$ cat src/rtl/rs_entry_allocator_if.sv
// Handshake bundle between the reservation-station write side and its
// neighbours: command intake, oldest-first issue and completion return.
interface rs_entry_allocator_if #(
  parameter int DATA_W = 32
);
  // Command intake
  logic              in_valid;
  logic              in_ready;
  logic [DATA_W-1:0] in_data;

  // Issue of the oldest waiting entry
  logic              out_valid;
  logic              out_ready;
  logic [3:0]        out_id;
  logic [DATA_W-1:0] out_data;

  // Completion return
  logic              done_valid;
  logic [3:0]        done_id;

  // Environment side: offers commands, accepts issues, returns completions
  modport master (
    output in_valid, in_data, out_ready, done_valid, done_id,
    input  in_ready, out_valid, out_id, out_data
  );

  // Allocator side
  modport slave (
    input  in_valid, in_data, out_ready, done_valid, done_id,
    output in_ready, out_valid, out_id, out_data
  );
endinterface

$ cat src/rtl/rs_entry_allocator.sv
// Write-side manager of an 8-entry reservation station. Publishes the free
// vector to an external first-free monitor, allocates the entry the monitor
// names, issues waiting entries oldest-first and frees an entry when its
// completion ID comes back. Illegal completions raise a sticky error.
module rs_entry_allocator #(
  parameter int NUM_ENTRIES = 8,
  parameter int DATA_W      = 32
) (
  input  logic                   clk,
  input  logic                   rst,
  output logic [NUM_ENTRIES-1:0] rs_free,
  input  logic [3:0]             fe_id,
  rs_entry_allocator_if.slave    bus,
  output logic [3:0]             occupancy,
  output logic                   err
);

  localparam int IDX_W = $clog2(NUM_ENTRIES);

  typedef enum logic [1:0] {
    ST_FREE,
    ST_WAIT,
    ST_ISSUED
  } entry_state_e;

  entry_state_e      state_q [NUM_ENTRIES];
  entry_state_e      state_d [NUM_ENTRIES];
  logic [DATA_W-1:0] payload [NUM_ENTRIES];

  // Age queue: circular buffer of 1-based IDs for entries in WAIT.
  // It never holds more than NUM_ENTRIES IDs, so it cannot overflow.
  logic [3:0]        age_q [NUM_ENTRIES];
  logic [IDX_W-1:0]  rd_ptr;
  logic [IDX_W-1:0]  wr_ptr;
  logic [3:0]        q_count;

  logic              fe_ok;
  logic [IDX_W-1:0]  fe_idx;
  logic              alloc;
  logic [3:0]        head_id;
  logic [IDX_W-1:0]  head_idx;
  logic              issue;
  logic              done_ok;
  logic [IDX_W-1:0]  done_idx;
  logic              done_legal;
  logic              done_bad;

  // IDs are 1-based; 0 and anything above the depth mean "no entry".
  assign fe_ok    = (fe_id != 4'd0) && (fe_id <= 4'(NUM_ENTRIES));
  assign fe_idx   = fe_id[IDX_W-1:0] - IDX_W'(1);
  assign done_ok  = (bus.done_id != 4'd0) && (bus.done_id <= 4'(NUM_ENTRIES));
  assign done_idx = bus.done_id[IDX_W-1:0] - IDX_W'(1);

  // The monitor's ID is one cycle old; re-checking rs_free rejects the entry
  // taken on the previous edge, which produces the 1-in-2 allocation bubble.
  assign bus.in_ready = !rst && fe_ok && rs_free[fe_idx];
  assign alloc        = bus.in_valid && bus.in_ready;

  assign head_id       = age_q[rd_ptr];
  assign head_idx      = head_id[IDX_W-1:0] - IDX_W'(1);
  assign bus.out_valid = (q_count != 4'd0);
  assign bus.out_id    = bus.out_valid ? head_id : 4'd0;
  assign bus.out_data  = bus.out_valid ? payload[head_idx] : '0;
  assign issue         = bus.out_valid && bus.out_ready;

  // Only an ISSUED entry may complete; an entry being allocated is FREE now.
  assign done_legal = bus.done_valid && done_ok && (state_q[done_idx] == ST_ISSUED);
  assign done_bad   = bus.done_valid && !done_legal;

  // Entry state register
  always_ff @(posedge clk) begin
    // NOTE: sequential state uses non-blocking assignments so every register
    // samples pre-edge values regardless of statement order.
    if (rst) begin
      for (int i = 0; i < NUM_ENTRIES; i++) state_q[i] <= ST_FREE;
    end else begin
      for (int i = 0; i < NUM_ENTRIES; i++) state_q[i] <= state_d[i];
    end
  end

  // Entry next-state: alloc, issue and done always target distinct entries
  always_comb begin
    for (int i = 0; i < NUM_ENTRIES; i++) begin
      // NOTE: default every element first so no path leaves it unassigned
      // (which would infer a latch).
      state_d[i] = state_q[i];
      if (alloc && (fe_idx == IDX_W'(i)))         state_d[i] = ST_WAIT;
      if (issue && (head_idx == IDX_W'(i)))       state_d[i] = ST_ISSUED;
      if (done_legal && (done_idx == IDX_W'(i)))  state_d[i] = ST_FREE;
    end
  end

  // Entry outputs: free vector for the monitor
  always_comb begin
    rs_free = '0;
    for (int i = 0; i < NUM_ENTRIES; i++) rs_free[i] = (state_q[i] == ST_FREE);
  end

  // Payload and age-queue storage writes
  always_ff @(posedge clk) begin
    // NOTE: storage arrays carry no reset; entries are only read once the
    // state machine marks them WAIT, and out_data is masked while empty.
    if (alloc) begin
      payload[fe_idx] <= bus.in_data;
      age_q[wr_ptr]   <= fe_id;
    end
  end

  // Queue pointers, occupancy and sticky error
  always_ff @(posedge clk) begin
    if (rst) begin
      rd_ptr    <= '0;
      wr_ptr    <= '0;
      q_count   <= 4'd0;
      occupancy <= 4'd0;
      err       <= 1'b0;
    end else begin
      if (alloc) wr_ptr <= wr_ptr + IDX_W'(1);
      if (issue) rd_ptr <= rd_ptr + IDX_W'(1);
      q_count   <= q_count + {3'b000, alloc} - {3'b000, issue};
      occupancy <= occupancy + {3'b000, alloc} - {3'b000, done_legal};
      if (done_bad) err <= 1'b1;
    end
  end

endmodule

$ cat src/flat_wrapper.sv
// flat-port wrapper written by rule: the top's interface ports become plain ports
module rs_entry_allocator_flat 
#(
  parameter int NUM_ENTRIES = 8,
  parameter int DATA_W      = 32
)
  (clk, rst, rs_free, fe_id, occupancy, err, bus_in_valid, bus_in_data, bus_out_ready, bus_done_valid, bus_done_id, bus_in_ready, bus_out_valid, bus_out_id, bus_out_data);
  rs_entry_allocator_if #(.DATA_W(DATA_W)) bus_i ();
  input  logic clk;
  input  logic rst;
  output logic [NUM_ENTRIES-1:0] rs_free;
  input  logic [3:0] fe_id;
  output logic [3:0] occupancy;
  output logic err;
  input wire logic [$bits(bus_i.in_valid)-1:0] bus_in_valid;
  input wire logic [$bits(bus_i.in_data)-1:0] bus_in_data;
  input wire logic [$bits(bus_i.out_ready)-1:0] bus_out_ready;
  input wire logic [$bits(bus_i.done_valid)-1:0] bus_done_valid;
  input wire logic [$bits(bus_i.done_id)-1:0] bus_done_id;
  output wire logic [$bits(bus_i.in_ready)-1:0] bus_in_ready;
  output wire logic [$bits(bus_i.out_valid)-1:0] bus_out_valid;
  output wire logic [$bits(bus_i.out_id)-1:0] bus_out_id;
  output wire logic [$bits(bus_i.out_data)-1:0] bus_out_data;
  assign bus_i.in_valid = bus_in_valid;
  assign bus_i.in_data = bus_in_data;
  assign bus_i.out_ready = bus_out_ready;
  assign bus_i.done_valid = bus_done_valid;
  assign bus_i.done_id = bus_done_id;
  assign bus_in_ready = bus_i.in_ready;
  assign bus_out_valid = bus_i.out_valid;
  assign bus_out_id = bus_i.out_id;
  assign bus_out_data = bus_i.out_data;
  rs_entry_allocator #(.NUM_ENTRIES(NUM_ENTRIES), .DATA_W(DATA_W)) u_core (.clk(clk), .rst(rst), .rs_free(rs_free), .fe_id(fe_id), .bus(bus_i), .occupancy(occupancy), .err(err));
endmodule
$ cat config.mk
export PLATFORM = sky130hd
export DESIGN_NAME = rs_entry_allocator_flat
export DESIGN_NICKNAME = d
export VERILOG_FILES = /design/src/rtl/rs_entry_allocator_if.sv /design/src/rtl/rs_entry_allocator.sv /design/src/flat_wrapper.sv
export SDC_FILE = /design/constraint.sdc
export NUM_CORES = 1
export LEC_CHECK = 0
export CORE_ASPECT_RATIO = 1.75
export CORE_MARGIN = 2
export CORE_UTILIZATION = 33
export DETAILED_ROUTE_END_ITERATION = 12
export SYNTH_ARGS = -nofsm -noshare
export SYNTH_HDL_FRONTEND = slang
export SYNTH_SLANG_ARGS = --single-unit
$ cat constraint.sdc
create_clock -name clk -period 6.9 [get_ports clk]
set_clock_uncertainty 0.15 [all_clocks]
set_input_delay 1.38 -clock clk [delete_from_list [all_inputs] [get_ports clk]]
set_output_delay 1.38 -clock clk [all_outputs]
set_load 0.1 [all_outputs]
==> results.cfg <==
[worst_setup_path]
worst-path-buf-inv = 2
r2r_end = u_core.q_count[2]
crit_arrival_ns = 4.57
r2r_slack_ns = 3.39
cpLargestDelayFamily = simple AND/OR/NAND/NOR gates
cp_slowest_cell = dfxtp_1
timing_worst_setup_path_type = flip-flop to output pin
worstRegToRegCells = 12
cp.depth = 11
crit_end = bus_out_data[23]
cp-start-kind = flip-flop
critical_path.cell_chain = mux4_2, mux2i_1, ha_1, ha_1, or2_2, buf_12, nor2_1, o21ai_0, o311ai_0, nor4_2, buf_12
end_kind = output pin
crit_required_ns = 5.37
cpPeakStageDelay_ns = 0.67
r2r_start = u_core.q_count[2]
critical_path.max_fanout = 37

[floorplan]
dieWidth_um = 157
core_mm2 = 0.0406
ios = 96
start_util_pct = 33.3
die_h_um = 272
fp-row-count = 98
die-area_mm2 = 0.0426

[routing]
post_drt_wl_per_cell_um = 20.9
route.detailed.drc = 0
wl_um = 33500
first_iter_violations = 491
vias = 8419
via_per_inst = 5.26
ant_nets = 0
drtPass1Iterations = 5

[sta]
hold_slack_ns = 0.327
max_freq_ghz = 0.164
finalMaxSlewViolations = 0
hold_viol = 0
setup_violations = 0
rsz0062_at_grt = no
worstMarginPinSlew_ns = 1.08
slew_headroom_pct = 26.9
fin_ws_ns = 0.804
tns_ns = 0
period_needed_ns = 6.10
fin_crit_sh_pct = 88.3

[clock_tree]
cts_resized = 0
cts_tree = built
clk_latency_ns = 0.57
post_cts_buffers = 0
cts_root_buf = clkbuf_16
clk_pin_slew_ns = 0.08
cts_sinks = 322
ctsHoldBuffers = 0
cts_buffers = 28
htree_levels = 1
clockBufferDepth = 3

[synthesis]
synth_top_cell_by_area = edfxtp_1
avgSynthCellArea_um2 = 14.2
synthesis.area_mm2 = 0.0135
seq_area_frac_synth_pct = 69.0
async_flop_share_pct = 0
synth-warning-count = 0
ys_top_cells_by_count = edfxtp_1, a211oi_1, and3_1, nor2_1, clkbuf_1
ys_top_cells_by_area = edfxtp_1, a211oi_1, dfxtp_1
netlist_instances = 951
synth_seq_cells = 322
synth_top_area_share_pct = 64.0
yosysUniqueCellTypes = 49
synth_edf_count = 288
yosysMostFrequentCell = edfxtp_1
synth.net_count = 1025
ys.flop_type = edfxtp_1

[global_route]
grt_max_degree = 95
grt_pass1_vias = 8601
antenna_found_initial = 3
grt_overflow_total = 0
track_usage_pct = 15.4
grt_pass1_wl_um = 50300

[outcome]
status = completed

[worst_hold_path]
min_from = u_core.err
holdCritPathClass = flip-flop to flip-flop

[placement]
numPortBuffers = 95
place_congestion = 0.810
dp_hpwl_um = 20600
post-place-ws_ns = 0.914

[job]
drv_cap = 0

[cells_and_area]
fin_util_pct = 40.6
diodes = 0
layout-drive-gt1-share_pct = 15.6
finalNetCount = 1102
syn_to_final_growth_pct = 22.1
-- worst reg2reg max path: stages, from the launching register on --
cell	delay, ns
dfxtp_1	0.31
inv_1	0.05
ha_1	0.18
and3_1	0.27
inv_1	0.69
and2_1	0.51
ha_1	0.31
inv_1	0.05
ha_1	0.16
inv_1	0.06
fa_1	0.41
xor2_1	0.19
nor2_1	0.05
-- worst min-delay path by stage --
| stage | end | slack (ns) | depth (start not counted) |
|---|---|---|---|
| 2_1_floorplan | u_core.state_q[2][1] | 0.31 | 2 |
| 3_3_place_gp | u_core.err | 0.31 | 1 |
| 3_5_place_dp | u_core.err | 0.31 | 1 |
| 4_1_cts | u_core.err | 0.33 | 1 |
| 5_1_grt | u_core.err | 0.36 | 1 |
| 6_report | u_core.err | 0.33 | 1 |
-- layout by cell type (no fill, tap or decap), types with 3 or more instances in the layout --
cell type,instances
nor2_1,58
clkbuf_16,29
xor2_1,3
inv_1,32
and3_1,95
o211a_1,8
edfxtp_1,288
nor4b_1,4
nor3_1,11
mux2i_1,7
or2_2,4
nand2b_1,13
buf_12,33
dfxtp_1,34
a211oi_1,97
o31ai_1,9
xnor2_1,6
nor2b_1,6
mux4_2,11
clkdlybuf4s50_1,62
a21oi_1,11
o311ai_0,33
nand3_1,4
a21boi_1,6
nor4_2,31
nor2_4,6
nand2_1,15
clkinv_2,5
clkinv_1,8
ha_1,27
buf_4,25
o21ai_0,33
clkinvlp_4,6
-- cells by family (layout without fill, tap and decap cells) --
group                      count (synthesis)  after routing  share of synthesized area [%]
muxes                                     20             20                           2.55
xor gates and xnor gates                   9              9                          0.583
DFF                                      322            322                           69.0
AOI/OAI and AO/OA                        209            209                           11.4
adders and majority gates                 29             29                           2.80
and+or+nand+nor                          256            256                           10.3
buffers and inverters                    106            205                           3.25
-- through the flow --
step                cell area, um2  instances
floorplan                    13700        951
global placement             15600       1548
detailed placement           15600       1548
CTS                          16500       1600
global route                 16500       1600
finish                       16500       1600
-- state kept, by name, summed over array words and instances, names as in the netlist, named ones only --
signal / flops
u_core.age_q: 32
u_core.err: 1
u_core.occupancy: 4
u_core.payload: 256
u_core.q_count: 4
u_core.rd_ptr: 3
u_core.state_q: 16
u_core.wr_ptr: 3
-- layer usage --
layer / vias to the layer above / wire length [um] / global-route usage [%]
met5: - / 45 / 0
met4: 6 / 986 / 5.38
met3: 54 / 1490 / 2.28
met2: 203 / 18300 / 29.1
met1: 4276 / 12600 / 17.4
li1: 3880 / - / -
-- cell type report --
cell class / instances / area [um2]
clock inverters: 22 / 148
inverters: 33 / 124
clock buffers: 30 / 729
fillers: 3728 / 24100
multi-input cells: 523 / 4010
repair buffers: 120 / 1470
flip-flops and latches: 322 / 9330
well taps: 550 / 688
Power is not shown: default switching activity piles up to over one toggle a cycle in this logic, so the estimate is an artifact.
